[src/rtl/dsp_core_if.sv]
// Memory-side bus of the DSP execution core.
// The core drives the access request (enable_M, addr_M, wr_data_M) and
// the memory answers with ready_M and, for reads, rd_data_M.
//   enable_M  : 2'b01 read, 2'b10 write, 2'b00 idle
//   addr_M    : access address
//   wr_data_M : store data (zero when no write is in progress)
//   rd_data_M : load data, valid together with ready_M
//   ready_M   : access complete
interface dsp_core_if #(
    parameter int unsigned REG_SIZE  = 8,
    parameter int unsigned ADDR_SIZE = 8
);
    logic [REG_SIZE-1:0]  rd_data_M;
    logic                 ready_M;
    logic [REG_SIZE-1:0]  wr_data_M;
    logic [ADDR_SIZE-1:0] addr_M;
    logic [1:0]           enable_M;

    modport master (
        input  rd_data_M,
        input  ready_M,
        output wr_data_M,
        output addr_M,
        output enable_M
    );

    modport slave (
        output rd_data_M,
        output ready_M,
        input  wr_data_M,
        input  addr_M,
        input  enable_M
    );
endinterface

[src/rtl/dsp_core.sv]
// Multi-cycle (non-pipelined) DSP execution core.
// A Start pulse in IDLE captures an instruction block (and optionally seeds
// R0), then instructions run from slot 0, one per cycle, until a READY
// instruction or PC overflow. Loads and stores go through the handshake
// bus in dsp_core_if and stall in MEM until ready_M.
// Ports:
//   clk          : clock, rising edge
//   reset        : synchronous, active-low
//   init_R0_flag : load R0 from init_R0_data on accepted Start
//   init_R0_data : R0 seed value
//   insn_data    : instruction block, slot i at [(i+1)*INSN_SIZE-1 : i*INSN_SIZE]
//   Start        : begin execution (only sampled in IDLE)
//   Ready        : core idle / finished
//   mem          : memory bus (master side)
module dsp_core #(
    parameter int unsigned REG_SIZE   = 8,
    parameter int unsigned ADDR_SIZE  = 8,
    parameter int unsigned INSN_SIZE  = 16,
    parameter int unsigned INSN_COUNT = 16,
    parameter int unsigned REG_COUNT  = 16
) (
    input  logic                            clk,
    input  logic                            reset,
    input  logic                            init_R0_flag,
    input  logic [REG_SIZE-1:0]             init_R0_data,
    input  logic [INSN_COUNT*INSN_SIZE-1:0] insn_data,
    input  logic                            Start,
    output logic                            Ready,
    dsp_core_if.master                      mem
);
    localparam int unsigned PCW   = $clog2(INSN_COUNT);
    localparam int unsigned SUM_W = (ADDR_SIZE > REG_SIZE) ? ADDR_SIZE : REG_SIZE;
    localparam logic [PCW:0] PC_ONE = 1;

    typedef enum logic [1:0] {
        IDLE,
        EXEC,
        MEM
    } state_t;

    localparam logic [3:0] OP_ADD   = 4'h1;
    localparam logic [3:0] OP_SUB   = 4'h2;
    localparam logic [3:0] OP_MUL   = 4'h3;
    localparam logic [3:0] OP_AND   = 4'h4;
    localparam logic [3:0] OP_OR    = 4'h5;
    localparam logic [3:0] OP_XOR   = 4'h6;
    localparam logic [3:0] OP_CMPGE = 4'h7;
    localparam logic [3:0] OP_LDI   = 4'h8;
    localparam logic [3:0] OP_LD    = 4'h9;
    localparam logic [3:0] OP_ST    = 4'hA;
    localparam logic [3:0] OP_BNZ   = 4'hB;
    localparam logic [3:0] OP_READY = 4'hF;

    state_t state, state_next;

    // Extra top bit of pc flags running past the last slot.
    logic [PCW:0] pc, pc_next;

    logic [INSN_SIZE-1:0] ibuf [INSN_COUNT];
    logic [REG_SIZE-1:0]  rf   [REG_COUNT];

    logic                 ibuf_load;
    logic                 rf_we;
    logic [3:0]           rf_waddr;
    logic [REG_SIZE-1:0]  rf_wdata;
    logic [1:0]           en_next;
    logic [ADDR_SIZE-1:0] addr_next;
    logic [REG_SIZE-1:0]  wdata_next;

    // Decode of the current slot
    logic [INSN_SIZE-1:0]   insn;
    logic [3:0]             opcode, fd, fa, fb;
    logic [7:0]             imm8;
    logic [REG_SIZE-1:0]    ra, rb, rdv;
    logic [REG_SIZE-1:0]    alu;
    logic [2*REG_SIZE-1:0]  prod;
    logic [SUM_W-1:0]       ea_sum;
    logic [ADDR_SIZE-1:0]   ea;

    assign insn   = ibuf[pc[PCW-1:0]];
    assign opcode = insn[15:12];
    assign fd     = insn[11:8];
    assign fa     = insn[7:4];
    assign fb     = insn[3:0];
    assign imm8   = insn[7:0];
    assign ra     = rf[fa];
    assign rb     = rf[fb];
    assign rdv    = rf[fd];

    assign Ready  = (state == IDLE);

    always_comb begin
        prod   = (2*REG_SIZE)'(ra) * (2*REG_SIZE)'(rb);
        ea_sum = SUM_W'(ra) + SUM_W'(fb);
        ea     = ea_sum[ADDR_SIZE-1:0];
    end

    always_comb begin
        alu = '0;
        unique case (opcode)
            OP_ADD:   alu = ra + rb;
            OP_SUB:   alu = ra - rb;
            OP_MUL:   alu = prod[REG_SIZE-1:0];
            OP_AND:   alu = ra & rb;
            OP_OR:    alu = ra | rb;
            OP_XOR:   alu = ra ^ rb;
            OP_CMPGE: alu = REG_SIZE'(ra >= rb);
            OP_LDI:   alu = REG_SIZE'(imm8);
            default:  alu = '0;
        endcase
    end

    always_comb begin
        state_next = state;
        pc_next    = pc;
        ibuf_load  = 1'b0;
        rf_we      = 1'b0;
        rf_waddr   = '0;
        rf_wdata   = '0;
        en_next    = mem.enable_M;
        addr_next  = mem.addr_M;
        wdata_next = mem.wr_data_M;

        unique case (state)
            IDLE: begin
                if (Start) begin
                    ibuf_load  = 1'b1;
                    pc_next    = '0;
                    state_next = EXEC;
                    if (init_R0_flag) begin
                        rf_we    = 1'b1;
                        rf_waddr = '0;
                        rf_wdata = init_R0_data;
                    end
                end
            end

            EXEC: begin
                if (pc[PCW]) begin
                    state_next = IDLE;
                end else begin
                    unique case (opcode)
                        OP_ADD, OP_SUB, OP_MUL, OP_AND, OP_OR, OP_XOR,
                        OP_CMPGE, OP_LDI: begin
                            rf_we    = 1'b1;
                            rf_waddr = fd;
                            rf_wdata = alu;
                            pc_next  = pc + PC_ONE;
                        end
                        OP_LD: begin
                            en_next    = 2'b01;
                            addr_next  = ea;
                            wdata_next = '0;
                            state_next = MEM;
                        end
                        OP_ST: begin
                            en_next    = 2'b10;
                            addr_next  = ea;
                            wdata_next = rdv;
                            state_next = MEM;
                        end
                        OP_BNZ: begin
                            if (rdv != '0) begin
                                pc_next = {1'b0, imm8[PCW-1:0]};
                            end else begin
                                pc_next = pc + PC_ONE;
                            end
                        end
                        OP_READY: begin
                            state_next = IDLE;
                        end
                        default: begin
                            pc_next = pc + PC_ONE;
                        end
                    endcase
                end
            end

            MEM: begin
                // pc still points at the LD/ST, so fd names the load target.
                if (mem.ready_M) begin
                    if (mem.enable_M == 2'b01) begin
                        rf_we    = 1'b1;
                        rf_waddr = fd;
                        rf_wdata = mem.rd_data_M;
                    end
                    en_next    = '0;
                    wdata_next = '0;
                    pc_next    = pc + PC_ONE;
                    state_next = EXEC;
                end
            end

            default: begin
                state_next = IDLE;
            end
        endcase
    end

    always_ff @(posedge clk) begin
        if (!reset) begin
            state        <= IDLE;
            pc           <= '0;
            mem.enable_M <= '0;
            mem.addr_M   <= '0;
            mem.wr_data_M <= '0;
        end else begin
            state        <= state_next;
            pc           <= pc_next;
            mem.enable_M <= en_next;
            mem.addr_M   <= addr_next;
            mem.wr_data_M <= wdata_next;
        end
    end

    always_ff @(posedge clk) begin
        if (!reset) begin
            for (int unsigned i = 0; i < REG_COUNT; i++) begin
                rf[i] <= '0;
            end
        end else if (rf_we) begin
            rf[rf_waddr] <= rf_wdata;
        end
    end

    always_ff @(posedge clk) begin
        if (!reset) begin
            for (int unsigned i = 0; i < INSN_COUNT; i++) begin
                ibuf[i] <= '0;
            end
        end else if (ibuf_load) begin
            for (int unsigned i = 0; i < INSN_COUNT; i++) begin
                ibuf[i] <= insn_data[i*INSN_SIZE +: INSN_SIZE];
            end
        end
    end
endmodule

[src/flat_wrapper.sv]
// flat-port wrapper written by rule: the top's interface ports become plain ports
module dsp_core_flat 
#(
    parameter int unsigned REG_SIZE   = 8,
    parameter int unsigned ADDR_SIZE  = 8,
    parameter int unsigned INSN_SIZE  = 16,
    parameter int unsigned INSN_COUNT = 16,
    parameter int unsigned REG_COUNT  = 16
)
  (clk, reset, init_R0_flag, init_R0_data, insn_data, Start, Ready, mem_rd_data_M, mem_ready_M, mem_wr_data_M, mem_addr_M, mem_enable_M);
  dsp_core_if #(.REG_SIZE(REG_SIZE), .ADDR_SIZE(ADDR_SIZE)) mem_i ();
  input  logic clk;
  input  logic reset;
  input  logic init_R0_flag;
  input  logic [REG_SIZE-1:0] init_R0_data;
  input  logic [INSN_COUNT*INSN_SIZE-1:0] insn_data;
  input  logic Start;
  output logic Ready;
  input wire logic [$bits(mem_i.rd_data_M)-1:0] mem_rd_data_M;
  input wire logic [$bits(mem_i.ready_M)-1:0] mem_ready_M;
  output wire logic [$bits(mem_i.wr_data_M)-1:0] mem_wr_data_M;
  output wire logic [$bits(mem_i.addr_M)-1:0] mem_addr_M;
  output wire logic [$bits(mem_i.enable_M)-1:0] mem_enable_M;
  assign mem_i.rd_data_M = mem_rd_data_M;
  assign mem_i.ready_M = mem_ready_M;
  assign mem_wr_data_M = mem_i.wr_data_M;
  assign mem_addr_M = mem_i.addr_M;
  assign mem_enable_M = mem_i.enable_M;
  dsp_core #(.REG_SIZE(REG_SIZE), .ADDR_SIZE(ADDR_SIZE), .INSN_SIZE(INSN_SIZE), .INSN_COUNT(INSN_COUNT), .REG_COUNT(REG_COUNT)) u_core (.clk(clk), .reset(reset), .init_R0_flag(init_R0_flag), .init_R0_data(init_R0_data), .insn_data(insn_data), .Start(Start), .Ready(Ready), .mem(mem_i));
endmodule
[config.mk]
export PLATFORM = sky130hd
export DESIGN_NAME = dsp_core_flat
export DESIGN_NICKNAME = d
export VERILOG_FILES = /design/src/rtl/dsp_core_if.sv /design/src/rtl/dsp_core.sv /design/src/flat_wrapper.sv
export SDC_FILE = /design/constraint.sdc
export NUM_CORES = 1
export LEC_CHECK = 0
export BUFFER_PORTS_ARGS = -buffer_cell sky130_fd_sc_hd__buf_2
export CAP_MARGIN = 20
export CORE_MARGIN = 5
export CORE_UTILIZATION = 50
export CTS_CLUSTER_DIAMETER = 60
export DETAILED_ROUTE_END_ITERATION = 10
export PLACE_DENSITY = 0.82
export SLEW_MARGIN = 20
export SYNTH_ARGS = -nofsm -noshare
export SYNTH_HDL_FRONTEND = slang
export SYNTH_SLANG_ARGS = --single-unit
[constraint.sdc]
create_clock -name clk -period 17 [get_ports clk]
set_input_delay 1.7 -clock clk [delete_from_list [all_inputs] [get_ports clk]]
set_output_delay 1.7 -clock clk [all_outputs]
set_load 0.03 [all_outputs]
==> metrics.md, run 1 <==
| Metric | Value |
|---|---|
| Final nets | `2482` |
| Filler cells | `approximately 3.7k` |
| Register bit total from synthesis | `~410` |
| WL final | `roughly 70000 um` |
| Placeable Area | `0.0462 mm^2` |
| Tot GR Track Use | `a little over a quarter` |
| 1st-pass router iterations | `11` |
| Avg Synthesized Cell Area | `approximately 12 um^2` |
| Initial antenna violation count | `0` |
| Final Hold Slack | `around 0.50 ns` |
| Max VDD drop | `about 150 uV` |
| P&R area growth vs syn | `13.6%` |
| Sw Ratio | `a little under two fifths` |
| Yosys top cell by area | `edfxtp_1` |
| Yosys top cell area share | `between 40% and 50%` |
| Synthesized cell area | `about 0.023 mm^2` |
| Most frequent cell after synthesis | `edfxtp_1` |
| Io pins | `just under 300` |
| List of most frequent post-synthesis cells | `edfxtp_1, and2_1, nand2_1` |
| GRT Max-Usage Layer | `met2` |
| P_int | `2.46 mW` |
| Failing checks | `design-rule violations` |
| TritonCTS Buffers | `between 40 and 50` |
| CTS max path bufs | `3` |
| Clk_lat worst skew | `roughly 0.57 ns` |
| TritonCTS clock tree | `built` |
| Comb pwr share | `around 42%` |
| Worst Setup EP | `u_core.rf[1][7]$_SDFFCE_PN0P_` |
| Ys async rst share | `0%` |
| CTS root buf | `clkbuf_16` |
| Data arrival, critical path | `just over 9 ns` |
| Number of cells on the critical path | `28` |
| Vias per cell | `roughly 6.3` |
| Final instance area | `around 0.026 mm^2` |
| Met1 Use GR | `a little over a third` |
| Unrepaired setup endpoints after global routing | `false` |
| # Max-Cap Violations | `0` |
| Worst min path class | `reg -> reg` |
| Final Hold Vio Count | `0` |
| Worst path bufs/invs | `9` |
| Die H | `225 um` |
| First-pass GRT wire length | `around 110000 um` |
| Cell variety after synth | `83` |
| Dominant cells by area after synthesis | `edfxtp_1, mux4_2, and2_1` |
| Worst-path clk slew | `0.06 ns` |
| Crit path top cell by count | `inv_1` |
| Leak | `between 10 and 15 nW` |
| Worst slew margin | `24.2%` |
| CP max-delay cell | `a41oi_4` |
| Starting DRC count in detailed routing | `around 2.4k` |
| Crit-path max cell delay | `~0.74 ns` |
| Row count | `between 70 and 80` |
| Placed cells | `~2.7k` |
| Prevailing post-synth register cell | `edfxtp_1` |
| # clock sinks | `413` |
| Worst-margin pin slew | `between 1 and 1.5 ns` |
| Final min period | `between 9 and 10 ns` |
| Hold Path Cell Cnt | `1` |
| Post-synth EDFFs | `384` |
| H-tree depth | `2` |
| Final core occ | `57.0%` |
| Worst setup SP type | `register` |
| Fin. max-slew vios | `0` |
| Largest net degree at the start of global routing | `between 100 and 150` |
| Chip width | `roughly 230 um` |
| CP Capture Type | `register` |
| R2R Setup Slk | `7.94 ns` |
| Critical path's top delay family | `compound AO/OA/AOI/OAI gates` |
| Mapped Cells | `between 1.5k and 2k` |
| Hold_buf cts | `0` |
| Total negative slack | `0 ns` |
| Switching Power | `roughly 1.5 mW` |
| Seq pwr share | `34.1%` |
| Warnings from Yosys | `0` |
| Post-Layout Cell Count | `2781` |
| Grt met3 use | `between 4 and 5%` |
| Achievable Freq | `110 MHz` |
| CTS resizes | `0` |
| Hpwl dp | `~50000 um` |
| Initial Util | `approximately 50%` |
| Status | `finished, violations left` |
| Placer Congestion | `~1.0` |
| RR Endpoint | `u_core.rf[1][7]$_SDFFCE_PN0P_` |
| Reg2reg path depth | `28` |
| GR Layer Usage met2 | `43.8%` |
| Required @ worst endpoint | `17.26 ns` |
| Crit path kind | `reg -> reg` |
| DRC Markers | `1` |
| Placement Cell Area | `0.0249 mm^2` |
| Post-CTS Setup Inserts | `0` |
| Die area | `between 0.05 and 0.06 mm^2` |
| Power Density | `about 150 mW/mm^2` |
| Layout Skew | `about 0.028 ns` |
| PortBufs | `295` |
| Period utilisation layout | `a little over half` |
| Post-detailed-route wirelength per cell | `25.3 um` |
| Crit Path Max Fanout | `between 50 and 60` |
| Register area share after synthesis | `52.2%` |
| GRT Residual Overflow | `0` |
| Clk pwr share | `a little under a quarter` |
| Share of post-route cells with drive strength above 1 | `24.5%` |
| Antenna fix cells | `0` |
| Net Count, Synth | `approximately 2.3k` |
| Setup Viol. Count Final | `0` |
| Via count | `roughly 17k` |
| Number of global-route vias before repair | `between 15k and 20k` |
| Routed Antenna Nets | `0` |
## per-stage QoR
step | total power [mW] | worst slack [ns]
finish | 3.99 | 7.94
global route | 4.16 | 7.49
CTS | 3.94 | 7.80
detailed placement | 3.01 | 7.83
global placement | 2.97 | 8.05
floorplan | 2.54 | 8.47
## flip-flops by register name (all words and copies together), names as in the netlist, named ones only
signal	count
u_core.ibuf	256
u_core.mem.addr_M	8
u_core.mem.enable_M	2
u_core.mem.wr_data_M	8
u_core.pc	5
u_core.rf	128
u_core.state	2
## cell families (layout without fill, tap and decap cells)
logic type,after synthesis,count (layout),share of synthesized area [%]
xor gates and xnor gates,24,24,0.998
and+or+nand+nor,757,757,16.9
muxes,158,158,12.7
adders and majority gates,64,64,3.94
AOI/OAI and AO/OA,292,292,8.99
DFF,413,413,52.2
buffers and inverters,204,466,4.28
## power by group through the flow
stage	combinational [mW]	sequential, mW	clock, mW
2_1_floorplan	1.17	1.37	0
3_3_place_gp	1.61	1.37	0
3_5_place_dp	1.63	1.38	0
4_1_cts	1.64	1.36	0.941
5_1_grt	1.80	1.37	0.986
6_report	1.69	1.36	0.939
## worst min-delay path by stage
stage                                                 start                           endpoint  slack (ns)
final                     u_core.mem.addr_M[1]$_SDFFE_PN0P_  u_core.mem.addr_M[1]$_SDFFE_PN0P_        0.50
after global placement         u_core.state[0]$_SDFFE_PN0P_       u_core.state[0]$_SDFFE_PN0P_        0.49
after CTS                 u_core.mem.addr_M[1]$_SDFFE_PN0P_  u_core.mem.addr_M[1]$_SDFFE_PN0P_        0.51
after global routing      u_core.mem.addr_M[1]$_SDFFE_PN0P_  u_core.mem.addr_M[1]$_SDFFE_PN0P_        0.54
after detailed placement  u_core.mem.addr_M[1]$_SDFFE_PN0P_  u_core.mem.addr_M[1]$_SDFFE_PN0P_        0.49
after floorplan                   u_core.pc[3]$_SDFFE_PN0P_                           register        0.47
## layout by cell type, fill, tap and decap left out, drive strengths merged, types with 13 or more instances in the layout
cell type	n
buf	320
a22oi	36
and2	262
inv	71
edfxtp	384
mux2i	45
clkbuf	57
dfxtp	29
nand2	174
nor2	158
fa	15
nand2b	13
nand3	33
mux4	104
ha	49
nor2b	31
and3	44
xnor2	19
a21o	13
a21oi	61
a211oi	48
o21ai	38
## cell type report
type                    instances  area, um^2  share of cell area [%]
flip-flops and latches        413       12100                    46.0
multi-input cells            1295       10100                    38.5
repair buffers                320        1670                    6.34
clock buffers                  57        1190                    4.52
well taps                     607         759                    2.88
inverters                      67         251                   0.955
clock inverters                22         216                   0.822
## routing by layer
| metal | share of wire (%) | wire length (um) | vias to the layer above |
|---|---|---|---|
| li1 | - | - | 7489 |
| met1 | 37 | 25800 | 8436 |
| met2 | 47 | 33300 | 1322 |
| met3 | 11 | 7820 | 224 |
| met4 | 4.8 | 3360 | 0 |
| met5 | 0 | 0 | - |
Power figures use the tool's default switching activity.
==> run 2, diff against run 1 <==
--- a/config.mk
+++ b/config.mk
@@ -11,7 +11,7 @@
 export CORE_UTILIZATION = 50
 export CTS_CLUSTER_DIAMETER = 60
 export DETAILED_ROUTE_END_ITERATION = 10
-export PLACE_DENSITY = 0.82
+export PLACE_DENSITY = 0.85
 export SLEW_MARGIN = 20
 export SYNTH_ARGS = -nofsm -noshare
 export SYNTH_HDL_FRONTEND = slang
==> constraint.sdc (replaced) <==
create_clock -name clk -period 8 [get_ports clk]
set_input_delay 0.8 -clock clk [delete_from_list [all_inputs] [get_ports clk]]
set_output_delay 0.8 -clock clk [all_outputs]
set_load 0.03 [all_outputs]
==> run 2 against run 1 <==
The flow now finishes without violations. Hold slack lost 0.0063 ns. Register-to-register slack lost 7.7 ns. Flip-flop and latch count is the same. Clock-buffer cell count shrank 2. Critical path depth shrank 3. Critical endpoint is now u_core.rf[3][7]$_SDFFCE_PN0P_. Largest cell class unchanged. Largest power group unchanged. Highest routed layer unchanged.
==> metrics.md, run 2 (same netlist as run 1, synthesis figures left out) <==
| Metric | Value |
|---|---|
| Chip width | `225 um (unchanged)` |
| Leak | `10.4 nW (was 10.3 nW)` |
| Number of global-route vias before repair | `17.9k (was 17.6k)` |
| CTS root buf | `clkbuf_16 (unchanged)` |
| Io pins | `296 (unchanged)` |
| Required @ worst endpoint | `8.38 ns (was 17.26 ns)` |
| Placer Congestion | `1.02 (was 1.01)` |
| Die area | `0.0508 mm^2 (unchanged)` |
| TritonCTS Buffers | `42 (was 44)` |
| Power Density | `318 mW/mm^2 (was 151 mW/mm^2)` |
| Data arrival, critical path | `8.12 ns (was 9.32 ns)` |
| Starting DRC count in detailed routing | `2296 (was 2427)` |
| H-tree depth | `2 (unchanged)` |
| Crit path kind | `reg -> reg (unchanged)` |
| Regs by FF count | `u_core.ibuf x256, u_core.rf x128 (unchanged)` |
| Hold_buf cts | `0 (unchanged)` |
| Met1 Use GR | `37.9% (was 36.0%)` |
| Reg with most FFs | `u_core.ibuf (unchanged)` |
| CP Capture Type | `register (unchanged)` |
| Worst slew margin | `25.7% (was 24.2%)` |
| Crit Path Max Fanout | `38 (was 57)` |
| Worst-margin pin slew | `1.11 ns (was 1.13 ns)` |
| Most common library cell in the layout ignoring fill and taps | `edfxtp_1 (unchanged)` |
| Placeable Area | `0.0462 mm^2 (unchanged)` |
| CP max-delay cell | `dfxtp_2 (was a41oi_4)` |
| Largest net degree at the start of global routing | `194 (was 101)` |
| Final nets | `2511 (was 2482)` |
| Grt met3 use | `5.31% (was 4.87%)` |
| Tot GR Track Use | `28.3% (was 26.9%)` |
| # Max-Cap Violations | `0 (unchanged)` |
| Layout Skew | `0.0305 ns (was 0.0282 ns)` |
| Total negative slack | `0 ns (unchanged)` |
| Period utilisation layout | `96.7% (was 53.3%)` |
| GR Layer Usage met2 | `45.9% (was 43.8%)` |
| Placement Cell Area | `0.0252 mm^2 (was 0.0249 mm^2)` |
| Worst-path clk slew | `0.06 ns (about the same)` |
| Worst min path class | `reg -> reg (unchanged)` |
| P&R area growth vs syn | `14.4% (was 13.6%)` |
| Final Hold Slack | `0.496 ns (was 0.503 ns)` |
| 1st-pass router iterations | `7 (was 11)` |
| First-pass GRT wire length | `109000 um (was 105000 um)` |
| Unrepaired setup endpoints after global routing | `false (unchanged)` |
| WL final | `73500 um (was 70300 um)` |
| Row count | `79 (unchanged)` |
| Hpwl dp | `53500 um (was 49800 um)` |
| Antenna fix cells | `0 (unchanged)` |
| PortBufs | `295 (unchanged)` |
| Largest register FFs | `256 (unchanged)` |
| CTS max path bufs | `3 (unchanged)` |
| DRC Markers | `0 (was 1)` |
| TritonCTS clock tree | `built (unchanged)` |
| Fin. max-slew vios | `0 (unchanged)` |
| Initial antenna violation count | `0 (unchanged)` |
| Worst setup SP type | `register (unchanged)` |
| Routed Antenna Nets | `0 (unchanged)` |
| Final Hold Vio Count | `0 (unchanged)` |
| Final instance area | `0.0265 mm^2 (was 0.0263 mm^2)` |
| Status | `completed (was finished, violations left)` |
| GRT Max-Usage Layer | `met2 (unchanged)` |
| Filler cells | `3552 (was 3653)` |
| Post-detailed-route wirelength per cell | `26.2 um (was 25.3 um)` |
| GRT Residual Overflow | `0 (unchanged)` |
| Clk_lat worst skew | `0.57 ns (about the same)` |
| Initial Util | `50.2% (unchanged)` |
| Most frequent cells in the layout | `edfxtp_1, buf_2, and2_1 (unchanged)` |
| Crit-path max cell delay | `0.63 ns (was 0.74 ns)` |
| Die H | `225 um (unchanged)` |
| Max VDD drop | `270 uV (was 148 uV)` |
| Via count | `17.7k (was 17.5k)` |
| Share of post-route cells with drive strength above 1 | `25.2% (was 24.5%)` |
| Setup Viol. Count Final | `0 (unchanged)` |
| Vias per cell | `6.29 (was 6.28)` |
| # clock sinks | `413 (unchanged)` |
| Achievable Freq | `129 MHz (was 110 MHz)` |
| Final min period | `7.74 ns (was 9.06 ns)` |
==> run 2: cell types whose count changed in the layout (fill, tap and decap cells not counted), sizes merged <==
cell	before	now
inv	71	67
buf	320	351
clkbuf	57	55
clkinv	12	18
clkinvlp	4	2
==> run 2: area by class of cell <==
| type | count | area (um^2) | area share (%) |
|---|---|---|---|
| clock buffer | 55 | 1120 | 4.23 |
| sequential | 413 | 12100 | 45.7 |
| inverter | 67 | 255 | 0.962 |
| timing repair buffer | 351 | 1960 | 7.40 |
| tap | 607 | 759 | 2.86 |
| clock inverter | 22 | 178 | 0.670 |
| multi-input combinational | 1295 | 10100 | 38.2 |
==> run 2: path summary, 6_finish.rpt <==
| check | startpoint | end | slack, ns | cells past startpoint |
|---|---|---|---|---|
| worst max register to register | register | u_core.rf[3][7]$_SDFFCE_PN0P_ | 0.26 | 25 |
| worst min register to register | u_core.mem.addr_M[1]$_SDFFE_PN0P_ | u_core.mem.addr_M[1]$_SDFFE_PN0P_ | 0.50 | 1 |
| worst min-delay path | u_core.mem.addr_M[1]$_SDFFE_PN0P_ | u_core.mem.addr_M[1]$_SDFFE_PN0P_ | 0.50 | 1 |
| worst max-delay path | register | u_core.rf[3][7]$_SDFFCE_PN0P_ | 0.26 | 25 |
==> run 2: worst max-delay path: cells and delay by family, from the launching register on <==
family          cells  cell delay [ns]
xor+xnor            3             0.79
buf+inv             6             1.05
simple gates        5             1.74
flops               1             0.63
mux                 2             0.52
fa+ha+maj           6             2.34
compound gates      3             0.43
==> run 2: per-layer routing <==
metal | wire length [um] | share of wire (%)
met5 | 0 | 0
met4 | 3510 | 4.8
met3 | 7800 | 11
met2 | 35300 | 48
met1 | 26900 | 37
==> run 2: stage by stage <==
step,setup WS (ns),total power [mW],instances,utilization [%]
final,0.260,8.43,2810,57.5
after CTS,0.188,8.34,2807,57.3
after detailed placement,0.221,6.46,2730,54.5
after floorplan,0.372,5.39,1912,-
after global placement,0.336,6.38,2730,54.5
after global routing,0.0428,8.81,2810,57.5
==> run 2: where the power goes <==
group | total (mW) | leakage (nW) | switching (mW) | internal (mW)
clock | 1.89 | 0.632 | 0.831 | 1.06
combinational | 3.64 | 5.45 | 2.25 | 1.40
sequential | 2.90 | 4.31 | 0.144 | 2.76
total | 8.43 | 10.4 | 3.22 | 5.21
==> run 2: timing repair <==
action                     CTS  global route
hold endpoints to repair     0             0
gates resized for setup      0             5
setup endpoints to repair    0            32
buffers inserted             0             3
